===== config.mk =====
export PLATFORM = sky130hd
export DESIGN_NAME = ucode_loader
export DESIGN_NICKNAME = d
export VERILOG_FILES = /design/src/rtl/ucode_loader.sv
export SDC_FILE = /design/constraint.sdc
export NUM_CORES = 1
export LEC_CHECK = 0
export CORE_UTILIZATION = 33
export DETAILED_ROUTE_END_ITERATION = 12
export PLACE_DENSITY_LB_ADDON = 0.25
export SLEW_MARGIN = 20
export SYNTH_ARGS = -nofsm -noshare
export SYNTH_HDL_FRONTEND = slang
export SYNTH_SLANG_ARGS = --single-unit

===== constraint.sdc =====
create_clock -name clk -period 3 [get_ports clk]
set_input_delay 0.6 -clock clk [delete_from_list [all_inputs] [get_ports clk]]
set_output_delay 0.6 -clock clk [all_outputs]
set_load 0.01 [all_outputs]

===== src/rtl/ucode_loader.sv =====
// Assembles a host byte stream into 36-bit words, writes them to microcode RAM, and holds the core until a checksummed image lands.
// One accepted byte per cycle, plus one extra cycle per word for the RAM write; in_ready is low only during that write cycle.
module ucode_loader #(
    parameter int AW = 9,
    parameter int DW = 36
) (
    input  logic          clk,
    input  logic          rst_n,
    input  logic          in_valid,
    input  logic [7:0]    in_data,
    output logic          in_ready,
    output logic          mem_we,
    output logic [AW-1:0] mem_addr,
    output logic [DW-1:0] mem_wdata,
    output logic          core_hold,
    output logic          done,
    output logic          error
);
    localparam int CW = AW + 1;
    localparam logic [16:0] MAX_N = 17'(1) << AW;

    typedef enum logic [2:0] {
        S_IDLE, S_CNT_LO, S_CNT_HI, S_DATA, S_WRITE, S_CSUM, S_DONE
    } state_t;

    state_t        state_q, state_d;
    logic [7:0]    cnt_lo_q, cnt_lo_d;
    logic [CW-1:0] rem_q, rem_d;
    logic [CW-1:0] addr_q, addr_d;
    logic [2:0]    idx_q, idx_d;
    logic [31:0]   word_q, word_d;
    logic [7:0]    sum_q, sum_d;
    logic          in_ready_q, in_ready_d;
    logic          mem_we_q, mem_we_d;
    logic [AW-1:0] mem_addr_q, mem_addr_d;
    logic [DW-1:0] mem_wdata_q, mem_wdata_d;
    logic          core_hold_q, core_hold_d;
    logic          done_q, done_d;
    logic          error_q, error_d;

    logic          acc;
    logic [7:0]    sum_next;
    logic [15:0]   n_word;

    assign acc      = in_valid && in_ready_q;
    assign sum_next = sum_q + in_data;
    assign n_word   = {in_data, cnt_lo_q};

    always_comb begin
        state_d     = state_q;
        cnt_lo_d    = cnt_lo_q;
        rem_d       = rem_q;
        addr_d      = addr_q;
        idx_d       = idx_q;
        word_d      = word_q;
        sum_d       = sum_q;
        mem_we_d    = 1'b0;
        mem_addr_d  = mem_addr_q;
        mem_wdata_d = mem_wdata_q;
        core_hold_d = core_hold_q;
        done_d      = done_q;
        error_d     = error_q;

        case (state_q)
            S_IDLE, S_DONE: begin
                if (acc && in_data == 8'hA5) begin
                    state_d     = S_CNT_LO;
                    error_d     = 1'b0;
                    done_d      = 1'b0;
                    core_hold_d = 1'b1;
                    sum_d       = 8'h00;
                    addr_d      = '0;
                    idx_d       = 3'd0;
                end
            end
            S_CNT_LO: begin
                if (acc) begin
                    cnt_lo_d = in_data;
                    sum_d    = sum_next;
                    state_d  = S_CNT_HI;
                end
            end
            S_CNT_HI: begin
                if (acc) begin
                    sum_d = sum_next;
                    if (n_word == 16'd0 || {1'b0, n_word} > MAX_N) begin
                        error_d = 1'b1;
                        state_d = S_IDLE;
                    end else begin
                        rem_d   = n_word[CW-1:0];
                        state_d = S_DATA;
                    end
                end
            end
            S_DATA: begin
                if (acc) begin
                    sum_d = sum_next;
                    if (idx_q == 3'd4) begin
                        idx_d = 3'd0;
                        // Byte 4 only carries bits [35:32]; a set high nibble means a corrupt stream.
                        if (in_data[7:4] != 4'h0) begin
                            error_d = 1'b1;
                            state_d = S_IDLE;
                        end else begin
                            mem_we_d    = 1'b1;
                            mem_addr_d  = addr_q[AW-1:0];
                            mem_wdata_d = DW'({in_data[3:0], word_q});
                            state_d     = S_WRITE;
                        end
                    end else begin
                        word_d[{idx_q[1:0], 3'b000} +: 8] = in_data;
                        idx_d = idx_q + 3'd1;
                    end
                end
            end
            S_WRITE: begin
                addr_d  = addr_q + CW'(1);
                rem_d   = rem_q - CW'(1);
                state_d = (rem_q == CW'(1)) ? S_CSUM : S_DATA;
            end
            S_CSUM: begin
                if (acc) begin
                    if (sum_next == 8'h00) begin
                        done_d      = 1'b1;
                        core_hold_d = 1'b0;
                        state_d     = S_DONE;
                    end else begin
                        error_d = 1'b1;
                        state_d = S_IDLE;
                    end
                end
            end
            default: state_d = S_IDLE;
        endcase

        in_ready_d = (state_d != S_WRITE);
    end

    always_ff @(posedge clk or negedge rst_n) begin
        if (!rst_n) begin
            state_q     <= S_IDLE;
            cnt_lo_q    <= 8'h00;
            rem_q       <= '0;
            addr_q      <= '0;
            idx_q       <= 3'd0;
            word_q      <= 32'h0;
            sum_q       <= 8'h00;
            in_ready_q  <= 1'b1;
            mem_we_q    <= 1'b0;
            mem_addr_q  <= '0;
            mem_wdata_q <= '0;
            core_hold_q <= 1'b1;
            done_q      <= 1'b0;
            error_q     <= 1'b0;
        end else begin
            state_q     <= state_d;
            cnt_lo_q    <= cnt_lo_d;
            rem_q       <= rem_d;
            addr_q      <= addr_d;
            idx_q       <= idx_d;
            word_q      <= word_d;
            sum_q       <= sum_d;
            in_ready_q  <= in_ready_d;
            mem_we_q    <= mem_we_d;
            mem_addr_q  <= mem_addr_d;
            mem_wdata_q <= mem_wdata_d;
            core_hold_q <= core_hold_d;
            done_q      <= done_d;
            error_q     <= error_d;
        end
    end

    assign in_ready  = in_ready_q;
    assign mem_we    = mem_we_q;
    assign mem_addr  = mem_addr_q;
    assign mem_wdata = mem_wdata_q;
    assign core_hold = core_hold_q;
    assign done      = done_q;
    assign error     = error_q;
endmodule


### After elaboration in Yosys (flattened, before gate mapping)

Index checks and enable logic that the tools add are counted.

* bits in registers: 124
* bits of input ports: 11
* output and inout port bits: 50
* logic and storage cells: 113

* $add $sub $neg: 5
* order comparisons: 1
* equal/unequal tests: 21
* shifts and indexed selects: 2
* multiplexer cells: 44
* bitwise operators: 2
* reduce and logical (&&, ||, !) cells: 24

Operator list (number)
* 10-bit case mux with 2 select lines: 2
* 3-bit two-way mux: 12
* 32-bit bitwise mux: 1
* 8-bit by 7-bit variable shift with 32-bit output (first input constant): 1
* 8-bit by 7-bit variable part select with 32-bit output: 1
* 10-bit two-way mux: 3
* 2-bit inequality test (second input constant): 10
* 3-bit case mux with 6 select lines: 1
* 1-bit two-way mux: 17
* 16-bit by 10-bit > comparator with 1-bit output (second input constant): 1
* 16-bit zero test: 1
* 8-bit two-way mux: 2
* 8-bit case mux with 2 select lines: 1
* 3-bit == test (second input constant): 4
* 3-bit AND reduction: 4
* 10-bit by 1-bit adder with 10-bit output (second input constant): 1
* 10-bit by 1-bit == test with 1-bit output (second input constant): 1
* 2-bit nonzero test: 5
* 10-bit by 1-bit subtractor with 10-bit output (second input constant): 1
* 9-bit AND reduction: 1
* 8-bit adder: 1
* 8-bit == test (second input constant): 1
* 8-bit zero test: 1
* 4-bit AND reduction: 2
* 18 further kinds: 24

### Depth between registers and ports, before layout

Gate-level depths: netlist of the first run.

* depth in word-level cells: 6
* mapped depth: 9
* mapped depth without buffers: 7

### Worst setup path before layout of the first run

No wires, ideal clock.

* path type: input -> register
* from: in in_data[0]
* to: reg state_q[1]
* setup time: 0.170 ns
* arrival: 2.494 ns
* required time: 2.830 ns
* slack: 0.336 ns
* stages: 6
* buffers on the path: 0
* cells stage by stage: ha_1 fa_1 and3_1 o21a_1 o311ai_0 o311ai_0

* longest elaborated chain between the ends: 5
* elaborated cells on any way between the ends: 13
* those cells by class: add/sub: 1; order compare: 1; eq/ne: 1; mux: 6; reduce/logical: 4

RTL lines
* start: declaration: line 10 `input logic [7:0] in_data,`
* 8-bit adder, or another cell as far along: line 46 `assign sum_next = sum_q + in_data;`
* 8-bit zero test or 1-bit logical OR (tied branches): line 123, 86
* 3-bit two-way mux or 2-bit two-way mux (tied branches): line 123, 86
* 3-bit two-way mux, on equally long branches: line 122, 84
* 3-bit case mux with 6 select lines (*): line 64 `case (state_q)`
* via state_d[1]: line 26 `state_t state_q, state_d;`
* end signal: assignment: line 156 `state_q <= state_d;`
* end: declaration: line 26

Mark *: on every way through the listed nets, which the timed path passes. The rest lies on a longest branch.
A chain may end at the register's enable or synchronous reset.

### Worst setup path in the final report of the first run

* from: in in_data[0]
* to: reg core_hold_q (netlist: core_hold)

* longest elaborated chain between the ends: 4
* elaborated cells on any way between the ends: 7
* those cells by class: add/sub: 1; eq/ne: 3; reduce/logical: 3

RTL lines
* 8-bit adder or 8-bit == test (tied branches): line 46, 66
* 8-bit zero test or 1-bit logical AND (tied branches): line 123, 66
* 2-bit inequality test (no line)
* 4-bit AND reduction (no line) (*)
* end signal: assignment: line 167 `core_hold_q <= core_hold_d;`
* end: declaration: line 37 `logic core_hold_q, core_hold_d;`

Every way passes the cells marked *; elsewhere a longest branch is shown, timed or not.

==> out/metrics.yaml, run 1 <==
cap_violations: 0
clk_pin_slew_ns: 0.06
die_area_sq_um: 18000
wl_per_cell_um: 14.6
synth_xor_area_frac: 0.00606
yosys.area.top_type: "dfrtp_1"
cts-root-buf: "clkbuf_16"
area_growth_pct: 29.2
yosysUniqueCellTypes: 58
nets: 748
clockBufferDepth: 2
start_util: 0.337
insertion_delay_ns: 0.42
cts_sinks: 123
grt_pass1_vias: 4718
ys.flop_type: "dfrtp_1"
diodes: 0
fin_util: 0.435
vias: 4748
synthTopCellsByArea: "dfrtp_1 52%, nand2_1 15%, o21ai_0 4.5%"
grt_overflow_total: 0
vias_per_cell: 4.96
synth.area.mux_share: 0.0173
io_pins: 61
fp.dieW_um: 134
period_needed_ns: 2.85
rsz0062_at_grt: "no"
place.gp.congestion: 0.880
skew_ns: 0.00981
synth_top_family_by_area: "simple AND/OR/NAND/NOR gates"
die_y_um: 134
vdd_drop_max_v: 0.000383
core_sq_um: 17200
avgSynthCellArea_sq_um: 9.10
worstMarginPinSlew_ns: 0.864
synth_common_cells: "238 x nand2_1, 121 x dfrtp_1, 52 x o21ai_0, 21 x clkbuf_1, 21 x nand3_1"
synth_edf_count: 0
ys_ff_latch: 123
wl_um: 14000
portBuffers: 60
hp-class: "input port to async pin"
critPathKind: "input port to flip-flop"
arrival_ns: 3.18
antenna_found_initial: 0
final_antenna_net_count: 0
synth_area_sq_um: 5780
layout-drive-gt1-share: 0.116
fill_cells: 1721
slew_headroom: 0.420
run_status: "completed"
synthSimpleGateAreaFrac: 0.241
slew_viol_final: 0
finalCritPeriodShare: 0.948
synthCells: 635
final-hold-violation-count: 0
dp_hpwl_um: 9740
yosysSeqAreaShare: 0.533
setup_violations: 0
endpoint_kind: "flip-flop"
synth_fp_nets: 663
powerDensity_nw_per_um2: 663
rows: 48
p_leak_nw: 3.43
path_max_fanout: 5
setup_ws_ns: 0.155
synthAdderAreaFrac: 0.0381
cp-start-kind: "input port"
drt_iter0_markers: 340
yosysTopAreaCellShare: 0.524
synth_compound_area_frac: 0.135
ys_warn_count: 0
pre_cts_ws_ns: -0.251
yosysMostFrequentCell: "nand2_1"
drt_first_pass_iters: 5
synthArstFlopShare: 1.00
crit_required_ns: 3.34
htreeDepth: 4
grt_max_degree: 61
drc_errors: 0
fmax_mhz: 351
cts_inserted_buffers: 17
cts_tree: "built"
grtUsageTotal: 0.169
grt_first_pass_wirelength_um: 23800
==> stage by stage <==
stage	setup TNS (ns)	hold WS (ns)	total power, mW	cells	instance area (sq um)
6_report	0	0.192	4.95	958	7470
2_1_floorplan	0	0.304	2.40	635	5780
4_1_cts	0	0.211	5.00	958	7470
3_5_place_dp	-0.849	0.459	2.71	926	6810
3_3_place_gp	-0.400	0.458	2.68	926	6810
5_1_grt	0	0.235	5.19	958	7470
==> report_power, final <==
| group | total (mW) | switching, mW | internal, mW |
|---|---|---|---|
| sequential | 1.89 | 0.105 | 1.78 |
| clock | 2.27 | 0.767 | 1.50 |
| combinational | 0.794 | 0.412 | 0.382 |
==> per-layer routing <==
metal,part of all wire,GRT usage
met2,0.45,0.258
met3,0.037,0.0344
met1,0.49,0.232
met5,0,0
met4,0.024,0.0762
==> flip-flops by register name, summed over array words and instances (netlist names) <==
register and count:
rem_q 10, done 1, core_hold 1, sum_q 8, error 1, idx_q 3, addr_q 9, word_q 32
cnt_lo_q 8, mem_wdata 36, state_q 3, in_ready 1, mem_we 1, mem_addr 9
==> repair_timing <==
| item | 4_1_cts | 5_1_grt |
|---|---|---|
| resized for setup | 0 | 1 |
| endpoints found under the hold margin | 0 | 0 |
| setup buffers | 0 | 0 |
| hold buffers | 0 | 0 |
| endpoints found under the setup margin | 0 | 1 |
==> critical path, stage by stage <==
cell             delay, ns
clkdlybuf4s50_1       0.45
ha_1                  0.24
buf_4                 0.14
a211o_1               0.33
a211oi_1              0.29
o2bb2ai_1             0.14
or4_1                 0.63
o32a_1                0.36
==> final cells by class <==
class	count	area (sq um)	share of cell area
multi-input combinational	473	2540	0.340
tap	225	282	0.0377
timing repair buffer	95	873	0.117
inverter	10	37.5	0.00503
clock inverter	14	218	0.0292
sequential	123	3080	0.413
clock buffer	18	439	0.0588
==> kinds of logic after synthesis <==
group	Yosys count
AND/OR/NAND/NOR	324
XOR/XNOR	4
adder cells (fa/ha/maj)	17
multiplexers	9
AO/OA/AOI/OAI	119
flip-flops	123
buffers and inverters	39
==> final timing paths <==
check	cells after the start	from	endpoint	slack, ns
max in group asynchronous	2	rst_n	core_hold	2.03
min reg2reg	2	mem_wdata[5]	mem_wdata[5]	0.47
max	8	in_data[0]	core_hold	0.15
min in group clk	2	mem_wdata[5]	mem_wdata[5]	0.47
max reg2reg	7	sum_q[0]	core_hold	0.43
min	1	rst_n	mem_wdata[20]	0.19
==> cells in the final DEF (no fill, tap or decap), types with 12 or more instances in the layout <==
cell / synthesis / routed
nor2_1: 12 / 12
clkbuf_16: 0 / 17
ha_1: 16 / 16
clkdlybuf4s50_1: 0 / 59
dfrtp_1: 121 / 121
o21ai_0: 52 / 52
a21oi_1: 12 / 12
buf_4: 0 / 35
nand2_1: 238 / 238
nand3_1: 21 / 21
No activity file was read; power rests on OpenSTA's default activity.
==> run 2: changes to the inputs <==
- SLEW_MARGIN: 20 -> 10
==> results of run 2 <==
The final DEF is identical to that of run 1; final timing and power are the same.
